===== config.mk =====
export PLATFORM = sky130hd
export DESIGN_NAME = ball_logic
export DESIGN_NICKNAME = d
export VERILOG_FILES = /design/src/rtl/ball_logic_pkg.sv /design/src/rtl/ball_logic_axis.sv /design/src/rtl/ball_logic.sv
export SDC_FILE = /design/constraint.sdc
export NUM_CORES = 1
export LEC_CHECK = 0
export ABC_AREA = 1
export CELL_PAD_IN_SITES_DETAIL_PLACEMENT = 0
export CELL_PAD_IN_SITES_GLOBAL_PLACEMENT = 2
export CORE_ASPECT_RATIO = 1.1
export CORE_MARGIN = 10
export CORE_UTILIZATION = 34
export DETAILED_ROUTE_END_ITERATION = 16
export PLACE_DENSITY_LB_ADDON = 0.08
export SLEW_MARGIN = 20
export SYNTH_ARGS = -nofsm -noshare
export SYNTH_HDL_FRONTEND = slang
export SYNTH_HIERARCHICAL = 1
export SYNTH_SLANG_ARGS = --single-unit

===== constraint.sdc =====
create_clock -name clk -period 5.1 [get_ports clk]
set_clock_uncertainty 0.05 [all_clocks]
set_input_delay 1.02 -clock clk [delete_from_list [all_inputs] [get_ports clk]]
set_output_delay 1.02 -clock clk [all_outputs]
set_load 0.01 [all_outputs]

===== src/rtl/ball_logic_pkg.sv =====
// Shared definitions for the pong ball-position generator.
// Covers position width, compare width and the step-direction encoding.
package ball_logic_pkg;

   localparam int unsigned POS_W = 9;
   localparam int unsigned CMP_W = POS_W + 1;

   // Encoded so that the value equals the sign bit of a two's-complement step
   typedef enum logic {
      DIR_POS = 1'b0,
      DIR_NEG = 1'b1
   } dir_e;

   function automatic logic [POS_W-1:0] step_of(input dir_e d, input int unsigned spd);
      logic [POS_W-1:0] s;
      s = POS_W'(spd);
      return (d == DIR_NEG) ? -s : s;
   endfunction

endpackage


===== src/rtl/ball_logic_axis.sv =====
// One bouncing axis: position walks by +/-SPEED per clock, clamped at 0 and MAX.
module ball_axis
   import ball_logic_pkg::*;
#(
   parameter int unsigned MAX   = 240,
   parameter int unsigned SPEED = 1
) (
   input  logic             clk,
   input  logic             reset,
   output logic [POS_W-1:0] pos,
   output logic [POS_W-1:0] move,
   output logic             collide
);

   localparam logic [CMP_W-1:0] C_MAX    = CMP_W'(MAX);
   localparam logic [CMP_W-1:0] C_SPD    = CMP_W'(SPEED);
   localparam logic [POS_W-1:0] P_MAX    = POS_W'(MAX);
   localparam logic [POS_W-1:0] STEP_POS = step_of(DIR_POS, SPEED);
   localparam logic [POS_W-1:0] STEP_NEG = step_of(DIR_NEG, SPEED);

   logic [POS_W-1:0] r_pos;
   logic [POS_W-1:0] r_move;
   logic             r_collide;
   dir_e             w_dir;
   logic [CMP_W-1:0] w_pos_ext;

   assign w_dir     = dir_e'(r_move[POS_W-1]);
   assign w_pos_ext = {1'b0, r_pos};

   // Wall tests use the widened position so pos+SPEED cannot wrap near 511
   always_ff @(posedge clk or negedge reset) begin
      if (!reset) begin
         r_pos     <= P_MAX;
         r_move    <= STEP_NEG;
         r_collide <= 1'b0;
      end else if (w_dir == DIR_NEG && w_pos_ext <= C_SPD) begin
         r_pos     <= '0;
         r_move    <= STEP_POS;
         r_collide <= 1'b1;
      end else if (w_dir == DIR_POS && (w_pos_ext + C_SPD) >= C_MAX) begin
         r_pos     <= P_MAX;
         r_move    <= STEP_NEG;
         r_collide <= 1'b1;
      end else begin
         r_pos     <= r_pos + r_move;
         r_collide <= 1'b0;
      end
   end

   assign pos     = r_pos;
   assign move    = r_move;
   assign collide = r_collide;

endmodule


===== src/rtl/ball_logic.sv =====
// Autonomous ball-position generator: two independent bouncing axes.
module ball_logic
   import ball_logic_pkg::*;
#(
   parameter int unsigned H_MAX      = 240,
   parameter int unsigned V_MAX      = 224,
   parameter int unsigned BALL_SPEED = 1
) (
   input  logic             clk,
   input  logic             reset,
   output logic [POS_W-1:0] ball_hpos,
   output logic [POS_W-1:0] ball_vpos
);

   logic [POS_W-1:0] ball_horiz_move;
   logic [POS_W-1:0] ball_vert_move;
   logic             ball_horiz_collide;
   logic             ball_vert_collide;

   ball_axis #(
      .MAX   (H_MAX),
      .SPEED (BALL_SPEED)
   ) u_horiz (
      .clk     (clk),
      .reset   (reset),
      .pos     (ball_hpos),
      .move    (ball_horiz_move),
      .collide (ball_horiz_collide)
   );

   ball_axis #(
      .MAX   (V_MAX),
      .SPEED (BALL_SPEED)
   ) u_vert (
      .clk     (clk),
      .reset   (reset),
      .pos     (ball_vpos),
      .move    (ball_vert_move),
      .collide (ball_vert_collide)
   );

endmodule


==> summary.txt <==
STA
  – Hold Vio Cnt, Final: 0
  – Crit share post-route: 47.7%
  – Setup_tns: 0 ns
  – RSZ-0062 raised after global routing: false
  – Final setup fails: 0
  – Fin crit period: 2.43 ns
  – Peak Freq: 411 MHz
  – Worst slew pin tran: 0.475 ns
  – WHS: 0.505 ns
  – Max-slew violations: 0
  – Slew HR: 68.3%

Power
  – Pwr/cell area: 141 nW/um^2
  – VDD IR max: 69.0 uV
  – LEAKAGE: 1.07 nW

Place
  – Hpwl dp: 3170 um
  – Port Buffers: 19
  – DP Cell Count: 307
  – Placed inst area: 1880 um^2
  – GPL Wtd Cong: 0.724

Drt
  – Pre-antenna DRT Iters: 4
  – Residual DRC: 0
  – Iter 0 DRT Violations: 62
  – Antenna Violating Nets Remaining: 0
  – Via Count: 1436
  – Vias/cell: 4.62
  – Wire per inst: 12.5 um
  – Final wirelength: 3880 um

Finish
  – Post-route cell area: 1920 um^2
  – Area Growth Syn to Fin: 18.6%
  – Diode count: 0
  – Final Util: 41.5%
  – Layout cells sized above 1: 11.8%
  – FILL cells: 507
  – NumNets Final: 274
  – Layout Cells excl Fill: 311

Clock network
  – Clk Latency, worst-skew pair: 0.26 ns
  – Post-CTS Resized: 0
  – # Post-CTS Setup Buffers: 0
  – Maximum clock insertion buffer count: 2
  – Cts bufs inserted: 3
  – H-tree levels: 1
  – Cts hold-fix bufs: 0
  – Clk sink count: 20
  – CTS tree: done
  – Root Driver: clkbuf_8
  – Clock Pin Slew Worst Setup and Hold Paths: 0.08 ns

Setup path
  – WP data arrival: 1.36 ns
  – CP max stage delay: 0.57 ns
  – Slowest CP cell: dfstp_2
  – Crit path cell chain: clkdlybuf4s50_1
  – CP Launch Type: flip-flop
  – CP endpoint kind: output port
  – R2r setup slk: 3.27 ns
  – Worst path top cell family by delay: flip-flops
  – Sum of buffers and inverters on the critical path: 1
  – WP data required: 4.03 ns
  – Critical Path Fanout Max: 4
  – CP Class: flip-flop to output port

Global route
  – Vias in the first global route: 1491
  – GRT Total Usage: 10.7%
  – Initial antenna violation count: 0
  – GRT Residual Overflow: 0
  – First-pass GRT wire length: 6990 um
  – Largest net degree at the start of global routing: 21

Floorplanning
  – Die width: 85.8 um
  – Row count: 26
  – Vert. Die Dim: 92.3 um
  – Initial Util: 35.0%
  – Top Ports: 20
  – Total die area: 7920 um^2
  – CORE AREA: 4620 um^2

Logic synthesis
  – Synth Net Count: 250
  – Syn. warnings: 6
  – Synth Instances: 232
  – Synth Cell Area: 1620 um^2
  – Syn avg cell area: 6.97 um^2

Outcome
  – Status: completed

Min path
  – Class of the worst hold path: flip-flop to flip-flop

Run
  – Number of max-cap violations: 0
## path summary, 6_finish.rpt
path | from | end | cells past startpoint
min in group asynchronous | reset | u_horiz/pos[1]$_DFF_PN0_ | 1
hold reg to reg | u_vert/pos[0]$_DFF_PN0_ | u_vert/pos[0]$_DFF_PN0_ | 1
setup reg to reg | u_vert/move[7]$_DFFE_PN1P_ | u_vert/pos[8]$_DFF_PN0_ | 5
hold / removal | u_vert/pos[0]$_DFF_PN0_ | u_vert/pos[0]$_DFF_PN0_ | 1
setup / recovery | u_horiz/pos[5]$_DFF_PN1_ | ball_hpos[5] | 1
max in group asynchronous | reset | u_vert/pos[6]$_DFF_PN1_ | 1
## per-stage QoR
stage | setup slack, ns | power [W]
2_1_floorplan | 3.47 | 0.000162
3_3_place_gp | 2.80 | 0.000166
3_5_place_dp | 2.80 | 0.000166
4_1_cts | 2.64 | 0.000277
5_1_grt | 2.61 | 0.000283
6_report | 2.67 | 0.000270
## area by class of cell
cell class                 instances  area, um^2  area share [%]
multi-input combinational        172         956            49.8
timing repair buffer              19         185            9.65
sequential                        20         512            26.7
clock buffer                       4        45.0            2.35
tap                               56        70.1            3.65
inverter                          40         150            7.83
## per-layer routing
| layer | vias up | global-route usage (%) | routed length [um] |
|---|---|---|---|
| li1 | 770 | - | - |
| met1 | 650 | 11.6 | 1600 |
| met2 | 14 | 20.4 | 2160 |
| met3 | 2 | 1.23 | 86 |
| met4 | 0 | 4.12 | 41 |
| met5 | - | 0 | 0 |
## power by group
group / total (W) / leakage [nW] / internal (W) / switching (W)
logic: 0.00000342 / 0.817 / 0.000000275 / 0.00000314
registers: 0.000159 / 0.234 / 0.000159 / 0
clock network: 0.000107 / 0.0228 / 0.0000555 / 0.0000518
total: 0.000270 / 1.07 / 0.000215 / 0.0000550
## sequential cells by signal, summed over array words and instances (netlist names)
signal and count:
u_horiz/move 1, u_horiz/pos 9, u_vert/move 1, u_vert/pos 9
## layout by cell type, fill, tap and decap left out
| cell | instances |
|---|---|
| a21oi_4 | 1 |
| buf_2 | 1 |
| fa_1 | 2 |
| dfstp_2 | 9 |
| nand2_4 | 1 |
| a21oi_1 | 6 |
| o21a_1 | 2 |
| clkbuf_1 | 1 |
| inv_2 | 1 |
| nand4_1 | 3 |
| a21oi_2 | 2 |
| a31oi_1 | 1 |
| nor2_2 | 3 |
| o21ai_0 | 2 |
| o21bai_2 | 1 |
| nor2_1 | 35 |
| dfrtp_1 | 11 |
| inv_1 | 39 |
| nand2_2 | 5 |
| ha_1 | 14 |
| o21bai_1 | 1 |
| clkdlybuf4s50_1 | 18 |
| nand3_2 | 3 |
| xnor2_1 | 5 |
| clkbuf_8 | 3 |
| nand3_1 | 18 |
| nand2_1 | 67 |
(Power assumes the default switching activity.)
==> RTL edit, RTL diff (same flow settings) <==
`POS_W`: 9 -> 18.
--- a/src/rtl/ball_logic_pkg.sv
+++ b/src/rtl/ball_logic_pkg.sv
@@ -4,3 +4,3 @@
 
-   localparam int unsigned POS_W = 9;
+   localparam int unsigned POS_W = 18;
    localparam int unsigned CMP_W = POS_W + 1;
Interface: changed (resized ball_hpos and ball_vpos); port bits go from 20 to 38. No check against the original RTL was run, so the function may have changed too.
==> RTL edit against the unedited design <==
Critical path depth grew 11; routed wire length grew to 3.2 times the old value; via count grew to 2.7 times the old value; sequential cell count grew 18; critical endpoint is now u_horiz/pos[15]; synthesized area grew to 2.5 times the old value; core utilization shrank 0.77 points; critical path type is now reg -> reg; power grew 120%; synthesized cell count grew to 2.5 times the old value; setup slack lost 0.18 ns; combinational power grew 97%; design area grew 150%.
==> RTL edit: results (changes against the unedited design) <==
Finish
• fraction of layout cells with a size suffix above 1: 11.50%, was 11.76%

CTS
• # H-tree levels: 2, was 1
• later-pin clock latency in the skew report: 0.28 ns, was 0.26 ns
• total CTS buffers: 5, was 3
• register clock-pin slew on the reported worst setup and hold paths: 0.06 ns, was 0.08 ns

Power
• worst vdd ir: 0.1231 mV, was 0.06903 mV

Hold path
• origin of the worst min-delay path: u_horiz/pos[0], was u_vert/pos[0]
• Hold Crit Endpoint: u_horiz/pos[0], was u_vert/pos[0]

Drt
• wire length on met1: 5529 um, was 1597 um
• detail-routed net length per standard cell: 16.12 um, was 12.48 um
• Routed met2 length: 6414 um, was 2155 um
• total length of routed wires: 12510 um, was 3880 um

STA
• transition time of the tightest slew-check pin: 0.9682 ns, was 0.4748 ns
• Post-Route Hold Slack: 0.6677 ns, was 0.5052 ns

Synth
• gate count of the mapped netlist: 584, was 232
• synthesized netlist net count: 620, was 250

Place
• count of input and output buffers: 37, was 19
• worst setup slack after placement: 2.474 ns, was 2.804 ns
• HPWL after detailed placement: 9923 um, was 3170 um

Global route
• global router's overall resource usage: 14.85%, was 10.69%
• first-pass GRT wire length: 20810 um, was 6989 um
• GR Layer Usage met1: 17.15%, was 11.59%

Setup path
• Worst Path Max Fanout: 20, was 4
• reg2reg path depth: 12, was 5

Outcome
• outcome: complete, no violations, unchanged

-- RTL edit: cell types whose count changed in the layout (fill, tap and decap cells not counted), sizes merged, moves of 11 or more --
| cell | before | now |
|---|---|---|
| a21oi | 9 | 39 |
| clkdlybuf4s50 | 18 | 36 |
| dfrtp | 11 | 29 |
| ha | 14 | 32 |
| inv | 40 | 64 |
| nand2 | 73 | 153 |
| nand3 | 21 | 37 |
| nand4 | 3 | 18 |
| nor2 | 38 | 100 |
| nor3 | 0 | 12 |
| o21ai | 2 | 29 |
| xnor2 | 5 | 16 |
| xor2 | 0 | 14 |
-- RTL edit: cell type report --
class,instances,area [sq um]
Clock inverter,2,10.01
Inverter,64,240.2
Multi-Input combinational cell,480,2834
Fill cell,1253,6869
Sequential cell,38,962.2
Clock buffer,5,125.1
Timing Repair Buffer,37,365.4
Tap cell,150,187.7
-- RTL edit: power by group --
part	switching, mW	internal (mW)
Combinational	0.00647	0.000278
Sequential	0	0.302
Clock	0.120	0.177
